File: config.mk
export PLATFORM = sky130hd
export DESIGN_NAME = alu_share_arbiter_flat
export DESIGN_NICKNAME = d
export VERILOG_FILES = /design/src/rtl/alu_share_if.sv /design/src/rtl/alu_share_arbiter.sv /design/src/flat_wrapper.sv
export SDC_FILE = /design/constraint.sdc
export NUM_CORES = 1
export LEC_CHECK = 0
export BUFFER_PORTS_ARGS = -buffer_cell sky130_fd_sc_hd__buf_2
export CAP_MARGIN = 20
export CORE_ASPECT_RATIO = 0.5
export CORE_MARGIN = 2
export CORE_UTILIZATION = 39
export CTS_CLUSTER_DIAMETER = 40
export CTS_CLUSTER_SIZE = 14
export DETAILED_ROUTE_END_ITERATION = 8
export PLACE_DENSITY = 0.76
export SLEW_MARGIN = 30
export SYNTH_ARGS = -nofsm -noshare
export SYNTH_HDL_FRONTEND = slang
export SYNTH_SLANG_ARGS = --single-unit
File: constraint.sdc
create_clock -name clk -period 1.55 [get_ports clk]
set_input_delay 0.2325 -clock clk [delete_from_list [all_inputs] [get_ports clk]]
set_output_delay 0.2325 -clock clk [all_outputs]
set_load 0.005 [all_outputs]
File: src/rtl/alu_share_if.sv
// Request/response bundle between the two ALU requesters and alu_share_arbiter.
// resp_err exists only when ALU_ILLEGAL_OP_EN is defined.
interface alu_share_if #(
  parameter int unsigned WIDTH = 32
);
  logic [1:0]       req_valid;
  logic [1:0]       req_ready;
  logic [WIDTH-1:0] req_a0;
  logic [WIDTH-1:0] req_b0;
  logic [3:0]       req_op0;
  logic [WIDTH-1:0] req_a1;
  logic [WIDTH-1:0] req_b1;
  logic [3:0]       req_op1;
  logic [1:0]       resp_valid;
  logic [1:0]       resp_ready;
  logic [WIDTH-1:0] resp_data;
  logic             resp_flag;
`ifdef ALU_ILLEGAL_OP_EN
  logic             resp_err;
`endif

  modport master (
`ifdef ALU_ILLEGAL_OP_EN
    input  resp_err,
`endif
    output req_valid, req_a0, req_b0, req_op0, req_a1, req_b1, req_op1, resp_ready,
    input  req_ready, resp_valid, resp_data, resp_flag
  );

  modport slave (
`ifdef ALU_ILLEGAL_OP_EN
    output resp_err,
`endif
    input  req_valid, req_a0, req_b0, req_op0, req_a1, req_b1, req_op1, resp_ready,
    output req_ready, resp_valid, resp_data, resp_flag
  );
endinterface

File: src/rtl/alu_share_arbiter.sv
// Round-robin share of one combinational RV32 ALU between two requesters.
// Optional ALU_ILLEGAL_OP_EN: ops 9-15 bypass the ALU and respond with resp_err.
module alu_share_arbiter #(
  parameter int unsigned WIDTH      = 32,
  parameter int unsigned RESET_PRIO = 0
) (
  input  logic             clk,
  input  logic             rst_n,
  alu_share_if.slave       bus,
  output logic [WIDTH-1:0] alu_inp1,
  output logic [WIDTH-1:0] alu_inp2,
  output logic [3:0]       alu_sel,
  input  logic [WIDTH-1:0] alu_out,
  input  logic             alu_signbit
);

  localparam logic RST_PRIO = 1'(RESET_PRIO);
`ifdef ALU_ILLEGAL_OP_EN
  localparam logic [3:0] OP_MAX = 4'd8;
`endif

  typedef enum logic [1:0] {
    ST_IDLE = 2'd0,
    ST_EXEC = 2'd1,
    ST_RESP = 2'd2
  } state_e;

  state_e           state_q, state_d;
  logic             prio_q, prio_d;
  logic             owner_q, owner_d;
  logic [1:0]       resp_valid_q, resp_valid_d;
  logic [WIDTH-1:0] resp_data_q, resp_data_d;
  logic             resp_flag_q, resp_flag_d;
  logic [WIDTH-1:0] inp1_q, inp1_d;
  logic [WIDTH-1:0] inp2_q, inp2_d;
  logic [3:0]       sel_q, sel_d;
`ifdef ALU_ILLEGAL_OP_EN
  logic             err_q, err_d;
`endif

  logic             gnt_c;
  logic [1:0]       ready_c;
  logic [WIDTH-1:0] req_a_c;
  logic [WIDTH-1:0] req_b_c;
  logic [3:0]       req_op_c;

  // Arbitration, request muxing and next-state logic
  always_comb begin
    state_d      = state_q;
    prio_d       = prio_q;
    owner_d      = owner_q;
    resp_valid_d = resp_valid_q;
    resp_data_d  = resp_data_q;
    resp_flag_d  = resp_flag_q;
    inp1_d       = inp1_q;
    inp2_d       = inp2_q;
    sel_d        = sel_q;
`ifdef ALU_ILLEGAL_OP_EN
    err_d        = err_q;
`endif
    ready_c      = 2'b00;

    // With both ports requesting, the priority holder wins; otherwise the lone requester
    gnt_c    = (&bus.req_valid) ? prio_q : bus.req_valid[1];
    req_a_c  = gnt_c ? bus.req_a1  : bus.req_a0;
    req_b_c  = gnt_c ? bus.req_b1  : bus.req_b0;
    req_op_c = gnt_c ? bus.req_op1 : bus.req_op0;

    case (state_q)
      ST_IDLE: begin
        if (|bus.req_valid) begin
          ready_c = gnt_c ? 2'b10 : 2'b01;
          owner_d = gnt_c;
`ifdef ALU_ILLEGAL_OP_EN
          if (req_op_c > OP_MAX) begin
            state_d      = ST_RESP;
            resp_valid_d = ready_c;
            resp_data_d  = '0;
            resp_flag_d  = 1'b0;
            err_d        = 1'b1;
          end else
`endif
          begin
            inp1_d  = req_a_c;
            inp2_d  = req_b_c;
            sel_d   = req_op_c;
            state_d = ST_EXEC;
          end
        end
      end
      ST_EXEC: begin
        resp_data_d  = alu_out;
        resp_flag_d  = alu_signbit;
        resp_valid_d = owner_q ? 2'b10 : 2'b01;
        state_d      = ST_RESP;
      end
      ST_RESP: begin
        if (bus.resp_ready[owner_q]) begin
          resp_valid_d = 2'b00;
          prio_d       = ~owner_q;
          state_d      = ST_IDLE;
`ifdef ALU_ILLEGAL_OP_EN
          err_d        = 1'b0;
`endif
        end
      end
      default: state_d = ST_IDLE;
    endcase
  end

  always_ff @(posedge clk or negedge rst_n) begin
    if (!rst_n) begin
      state_q      <= ST_IDLE;
      prio_q       <= RST_PRIO;
      owner_q      <= 1'b0;
      resp_valid_q <= 2'b00;
      resp_data_q  <= '0;
      resp_flag_q  <= 1'b0;
      inp1_q       <= '0;
      inp2_q       <= '0;
      sel_q        <= 4'd0;
`ifdef ALU_ILLEGAL_OP_EN
      err_q        <= 1'b0;
`endif
    end else begin
      state_q      <= state_d;
      prio_q       <= prio_d;
      owner_q      <= owner_d;
      resp_valid_q <= resp_valid_d;
      resp_data_q  <= resp_data_d;
      resp_flag_q  <= resp_flag_d;
      inp1_q       <= inp1_d;
      inp2_q       <= inp2_d;
      sel_q        <= sel_d;
`ifdef ALU_ILLEGAL_OP_EN
      err_q        <= err_d;
`endif
    end
  end

  // req_ready is a decode of live inputs, so it is masked while reset is held
  assign bus.req_ready  = rst_n ? ready_c : 2'b00;
  assign bus.resp_valid = resp_valid_q;
  assign bus.resp_data  = resp_data_q;
  assign bus.resp_flag  = resp_flag_q;
`ifdef ALU_ILLEGAL_OP_EN
  assign bus.resp_err   = err_q;
`endif
  assign alu_inp1 = inp1_q;
  assign alu_inp2 = inp2_q;
  assign alu_sel  = sel_q;

endmodule

File: src/flat_wrapper.sv
// flat-port wrapper written by rule: the top's interface ports become plain ports
module alu_share_arbiter_flat 
#(
  parameter int unsigned WIDTH      = 32,
  parameter int unsigned RESET_PRIO = 0
)
  (clk, rst_n, alu_inp1, alu_inp2, alu_sel, alu_out, alu_signbit, bus_req_valid, bus_req_a0, bus_req_b0, bus_req_op0, bus_req_a1, bus_req_b1, bus_req_op1, bus_resp_ready, bus_req_ready, bus_resp_valid, bus_resp_data, bus_resp_flag);
  alu_share_if #(.WIDTH(WIDTH)) bus_i ();
  input  logic clk;
  input  logic rst_n;
  output logic [WIDTH-1:0] alu_inp1;
  output logic [WIDTH-1:0] alu_inp2;
  output logic [3:0] alu_sel;
  input  logic [WIDTH-1:0] alu_out;
  input  logic alu_signbit;
  input wire logic [$bits(bus_i.req_valid)-1:0] bus_req_valid;
  input wire logic [$bits(bus_i.req_a0)-1:0] bus_req_a0;
  input wire logic [$bits(bus_i.req_b0)-1:0] bus_req_b0;
  input wire logic [$bits(bus_i.req_op0)-1:0] bus_req_op0;
  input wire logic [$bits(bus_i.req_a1)-1:0] bus_req_a1;
  input wire logic [$bits(bus_i.req_b1)-1:0] bus_req_b1;
  input wire logic [$bits(bus_i.req_op1)-1:0] bus_req_op1;
  input wire logic [$bits(bus_i.resp_ready)-1:0] bus_resp_ready;
  output wire logic [$bits(bus_i.req_ready)-1:0] bus_req_ready;
  output wire logic [$bits(bus_i.resp_valid)-1:0] bus_resp_valid;
  output wire logic [$bits(bus_i.resp_data)-1:0] bus_resp_data;
  output wire logic [$bits(bus_i.resp_flag)-1:0] bus_resp_flag;
  assign bus_i.req_valid = bus_req_valid;
  assign bus_i.req_a0 = bus_req_a0;
  assign bus_i.req_b0 = bus_req_b0;
  assign bus_i.req_op0 = bus_req_op0;
  assign bus_i.req_a1 = bus_req_a1;
  assign bus_i.req_b1 = bus_req_b1;
  assign bus_i.req_op1 = bus_req_op1;
  assign bus_i.resp_ready = bus_resp_ready;
  assign bus_req_ready = bus_i.req_ready;
  assign bus_resp_valid = bus_i.resp_valid;
  assign bus_resp_data = bus_i.resp_data;
  assign bus_resp_flag = bus_i.resp_flag;
  alu_share_arbiter #(.WIDTH(WIDTH), .RESET_PRIO(RESET_PRIO)) u_core (.clk(clk), .rst_n(rst_n), .bus(bus_i), .alu_inp1(alu_inp1), .alu_inp2(alu_inp2), .alu_sel(alu_sel), .alu_out(alu_out), .alu_signbit(alu_signbit));
endmodule
Word-level counts from Yosys, hierarchy flattened
Cells that the tools add are included.
{"block": "classes", "multipliers": 0, "div": 0, "n_addsub": 0, "reduce_logical": 8, "n_shift": 0, "bitwise": 1, "eq_ne": 4, "n_lt_le_gt_ge": 1, "muxes": 15}
{"operator": "32-bit two-way mux", "n": 2}
{"operator": "2-bit two-way mux", "n": 7}
{"operator": "2-bit AND reduction", "n": 5}
{"operator": "2-bit case mux with 3 select lines", "n": 1}
{"operator": "4-bit two-way mux", "n": 1}
{"operator": "2-bit by 1-bit inequality test with 1-bit output (second input constant)", "n": 2}
{"operator": "2-bit case mux with 2 select lines", "n": 1}
{"operator": "1-bit two-way mux", "n": 3}
{"operator": "2-bit by 1-bit == test with 1-bit output (second input constant)", "n": 1}
{"operator": "2-bit == test (second input constant)", "n": 1}
{"operator": "2-bit logical NOT", "n": 1}
{"operator": "1-bit by 2-bit < comparator with 1-bit output (second input constant)", "n": 1}
{"operator": "2-bit nonzero test", "n": 1}
{"operator": "2-bit OR reduction", "n": 1}
{"operator": "1-bit inverter", "n": 1}
{"block": "totals", "latchBits": 0, "memories": 0, "romBits": 0, "inputBits": 175, "ram_bits": 0, "reg_bits": 107, "word_cells": 38}

Depth between registers and ports, before layout
{"block": "logic_depth", "depth_word": 6, "ltp_mapped": 6}

Worst setup path before layout
No wires, ideal clock.
{"block": "synth_timing", "path_kind": "register to register", "start": "register u_core.state_q[1]", "end": "register u_core.inp2_q[26], in the netlist u_core.alu_inp2[26]", "slack_ns": 0.043, "path_stages_with_launch": 6, "required_ns": 1.424, "arrival_ns": 1.381, "period_less_slack_ns": 1.507, "cell_sequence": "dfrtp_1 > or2_1 > clkbuf_1 > clkbuf_1 > o21a_1 > a221o_1"}
{"block": "synth_between", "elab_chain_len": 2}
{"element": "start: declaration", "line": "alu_share_arbiter.sv:28", "source": "state_e state_q, state_d;"}
{"element": "start signal: assignment", "line": "alu_share_arbiter.sv:126", "source": "state_q <= state_d;"}
{"element": "2-bit logical NOT", "line": "alu_share_arbiter.sv:69", "source": "case (state_q)"}
{"element": "2-bit AND reduction (no line)"}
{"element": "end signal: assignment", "line": "alu_share_arbiter.sv:133", "source": "inp2_q <= inp2_d;"}
{"element": "end: declaration", "line": "alu_share_arbiter.sv:35", "source": "logic [WIDTH-1:0] inp2_q, inp2_d;"}
No other way between the ends.
A chain may end at the register's enable or synchronous reset.

Worst setup path after layout
{"block": "layout_timing", "start": "register u_core.state_q[1]", "end": "register u_core.inp1_q[5], in the netlist u_core.alu_inp1[5]"}
{"block": "layout_between", "elab_chain_len": 2}
{"element": "2-bit logical NOT", "line": "alu_share_arbiter.sv:69"}
{"element": "2-bit AND reduction (no line)"}
{"element": "end signal: assignment", "line": "alu_share_arbiter.sv:132", "source": "inp1_q <= inp1_d;"}
{"element": "end: declaration", "line": "alu_share_arbiter.sv:34", "source": "logic [WIDTH-1:0] inp1_q, inp1_d;"}
No other way between the ends.

==> summary.md <==
| Metric | Value |
|---|---|
| Detailed placement HPWL | 10.2 mm |
| Gpl congestion | between 0.8 and 0.9 |
| Final min period | 1.57 ns |
| CP required | roughly 1.8 ns |
| Final hold vios | 0 |
| Setup violators final | 11 |
| Final worst setup slack | -0.0185 ns |
| Synth area leaders | dfrtp_1 (58%), a221o_1 (15%), o21a_1 (11%) |
| H-Tree Depth | 3 |
| Share of the synthesized area in the top cell type | 58.3% |
| FF+latch count, synth | between 100 and 150 |
| Fmax | 638 MHz |
| Syn nets | 586 |
| Crit share post-route | 101% |
| Outcome | finished with violations |
| Placed cell areas | 6260 um2 |
| I/O pin count | 280 |
| Final Cell Area | 6650 um2 |
| R2R depth | 4 |
| CTS Buf Count | 9 |
| Die width | 157 um |
| Setup TNS | -0.0891 ns |
| Reg2Reg Setup Slack | -0.02 ns |
| Port bufs | 279 |
| PwrDens | ~2000 nW/um2 |
| Root Buffer | clkbuf_16 |
| DR vias | approximately 4400 |
| Die area | between 10000 and 15000 um2 |
| EDFF count, synth | 0 |
| Max VDD drop | 0.909 mV |
| Grt ovf | 0 |
| Hold Startpoint | alu_out[15] |
| Layout cells sized above 1 | 46.9% |
| # clock sinks | 107 |
| Worst R2R End | u_core.alu_inp1[5]$_DFFE_PN0P_ |
| Worst-path clk slew | 0.07 ns |
| Initial antenna violation count | 0 |
| Core Region | 11200 um2 |
| Synth cell types | 22 |
| Mapped Cells | about 410 |
| RSZ-0062 raised after global routing | true |
| Area Overhead vs Synth | 44.9% |
| Count leader, synth | dfrtp_1 |
| Synth Warn # | 0 |
| WP data arrival | 1.79 ns |
| Violated checks | setup timing |
| DRC violations left | 0 |
| Clock buffer depth | 2 |
| First-pass GRT wire length | roughly 22 mm |
| WHS Path Cells | 3 |
| ANT nets after route | 0 |
| Skew-Pair Late Insertion Delay | 0.34 ns |
| Place WS | -0.000239 ns |
| First-iteration detailed-routing DRC count | 314 |
| Synth area leader | dfrtp_1 |
| Hold EP | u_core.bus.resp_data[15]$_DFFE_PN0P_ |
| Vias in the first global route | between 4000 and 5000 |
| Pin count of the biggest net entering global routing | 46 |
| Max-slew violation count | 0 |
| Initial core utilization | between 40% and 50% |
| Hold Path Class | input port to flop |
| Worst Setup Start Kind | flop |
| GRT Util Overall | a little over a fifth |
| Worst R2R Start | u_core.state_q[1]$_DFFE_PN0P_ |
| Max_slew headroom | 74.1% |
| P_leak | 3.51 nW |
| Slew @ Worst Pin | ~0.39 ns |
| Critical-path maximum fanout | 32 |
| Commonest cells post-synth | dfrtp_1 (107), nand2_1 (103), a221o_1 (68), o21a_1 (68), clkbuf_1 (29) |
| Mapped Area | roughly 4600 um2 |
| Critical path type | flop to flop |
| Post-Syn Area per Cell | 11.2 um2 |
| Worst Skew | 0.00712 ns |
| Async SR Flop Fraction | 100% |
| Drt via density | 5.12 |
| Post-detailed-routing wire length | 14.1 mm |
| Rows | 27 |
| Primary FF master, synth | dfrtp_1 |
| Avg WL per Cell | 16.6 um |
| Register area share after synthesis | between 50% and 60% |
| Max_cap viols | 0 |
| Hold WS | 0.0804 ns |
| Final nets | between 800 and 900 |
| Diodes inserted | 0 |
| Die span in y | 80.7 um |
| Total iterations of the first detailed-routing run | 4 |
| TritonCTS clock tree | built |
| Critical path capture point type | flop |
==> sequential cells by signal (all words and copies together) (netlist names) <==
signal,cells
u_core.alu_inp1,32
u_core.alu_inp2,32
u_core.alu_sel,4
u_core.owner_q,1
u_core.state_q,2
u_core.bus.resp_data,32
u_core.bus.resp_valid,2
u_core.bus.resp_flag,1
u_core.prio_q,1
==> metal layers <==
metal | vias up | wire [um] | GRT usage [%]
li1 | 2048 | - | -
met1 | 2094 | 5900 | 27.1
met2 | 177 | 7130 | 38.2
met3 | 34 | 769 | 4.48
met4 | 0 | 338 | 7.27
met5 | - | 0 | 0
==> cell type report <==
cell class | count | area, um2
Inverter | 1 | 3.75
Clock buffer | 10 | 239
Clock inverter | 6 | 88.8
Tap cell | 159 | 199
Fill cell | 1001 | 4560
Sequential cell | 107 | 2680
Multi-Input combinational cell | 264 | 1760
Timing Repair Buffer | 303 | 1690
==> what timing repair did <==
item | CTS | global route
gates cloned | 0 | 0
setup endpoints to repair | 8 | 72
pin swaps | 3 | 1
endpoints found under the hold margin | 8 | 0
gates resized for setup | 4 | 1
setup buffers | 3 | 2
hold buffers | 1 | 0
==> worst max path at each step <==
stage | startpoint | endpoint | slack [ns] | cells past startpoint
finish | u_core.state_q[1]$_DFFE_PN0P_ | u_core.alu_inp1[5]$_DFFE_PN0P_ | -0.02 | 4
global route | u_core.state_q[0]$_DFFE_PN0P_ | bus_req_ready[0] | -0.07 | 4
CTS | u_core.state_q[1]$_DFFE_PN0P_ | u_core.alu_inp1[1]$_DFFE_PN0P_ | -0.02 | 4
detailed placement | u_core.state_q[1]$_DFFE_PN0P_ | u_core.alu_inp1[1]$_DFFE_PN0P_ | -0.0002 | 4
global placement | u_core.state_q[1]$_DFFE_PN0P_ | u_core.alu_inp1[5]$_DFFE_PN0P_ | 0.01 | 4
floorplan | u_core.state_q[1]$_DFFE_PN0P_ | u_core.alu_inp2[26]$_DFFE_PN0P_ | 0.04 | 5
==> cells in the final DEF (no fill, tap or decap), types with 4 or more instances in the layout <==
cell type and instances:
buf_2 278, dfrtp_1 107, nand2_1 103, o21a_1 68
a221o_1 68, buf_4 14, clkbuf_16 9, buf_12 8
a21oi_1 4
==> critical path, cell delays in order, from the launching register on <==
cell	delay, ns
dfrtp_1	0.41
or2_2	0.36
buf_12	0.18
o21a_1	0.20
a221o_1	0.28
==> stage by stage <==
stage	instances	total power, mW	util [%]
4_1_cts	848	13.5	59.1
3_5_place_dp	828	10.9	55.8
2_1_floorplan	411	8.22	-
3_3_place_gp	828	10.7	55.8
5_1_grt	850	14.4	59.3
6_report	850	13.4	59.3
==> kinds of logic after synthesis <==
logic type,after synthesis,synth area share [%]
AOI/OAI and AO/OA,145,27.2
buffers and inverters,40,3.95
and+or+nand+nor,119,10.5
DFF,107,58.3
==> report_power, final <==
part / total [mW] / internal (mW) / switching (mW) / leakage (nW)
Combinational: 6.02 / 3.13 / 2.89 / 2.04
Clock: 2.49 / 1.46 / 1.03 / 0.155
Sequential: 4.93 / 4.17 / 0.757 / 1.31
Total: 13.4 / 8.76 / 4.68 / 3.51
(Power assumes the default switching activity.)
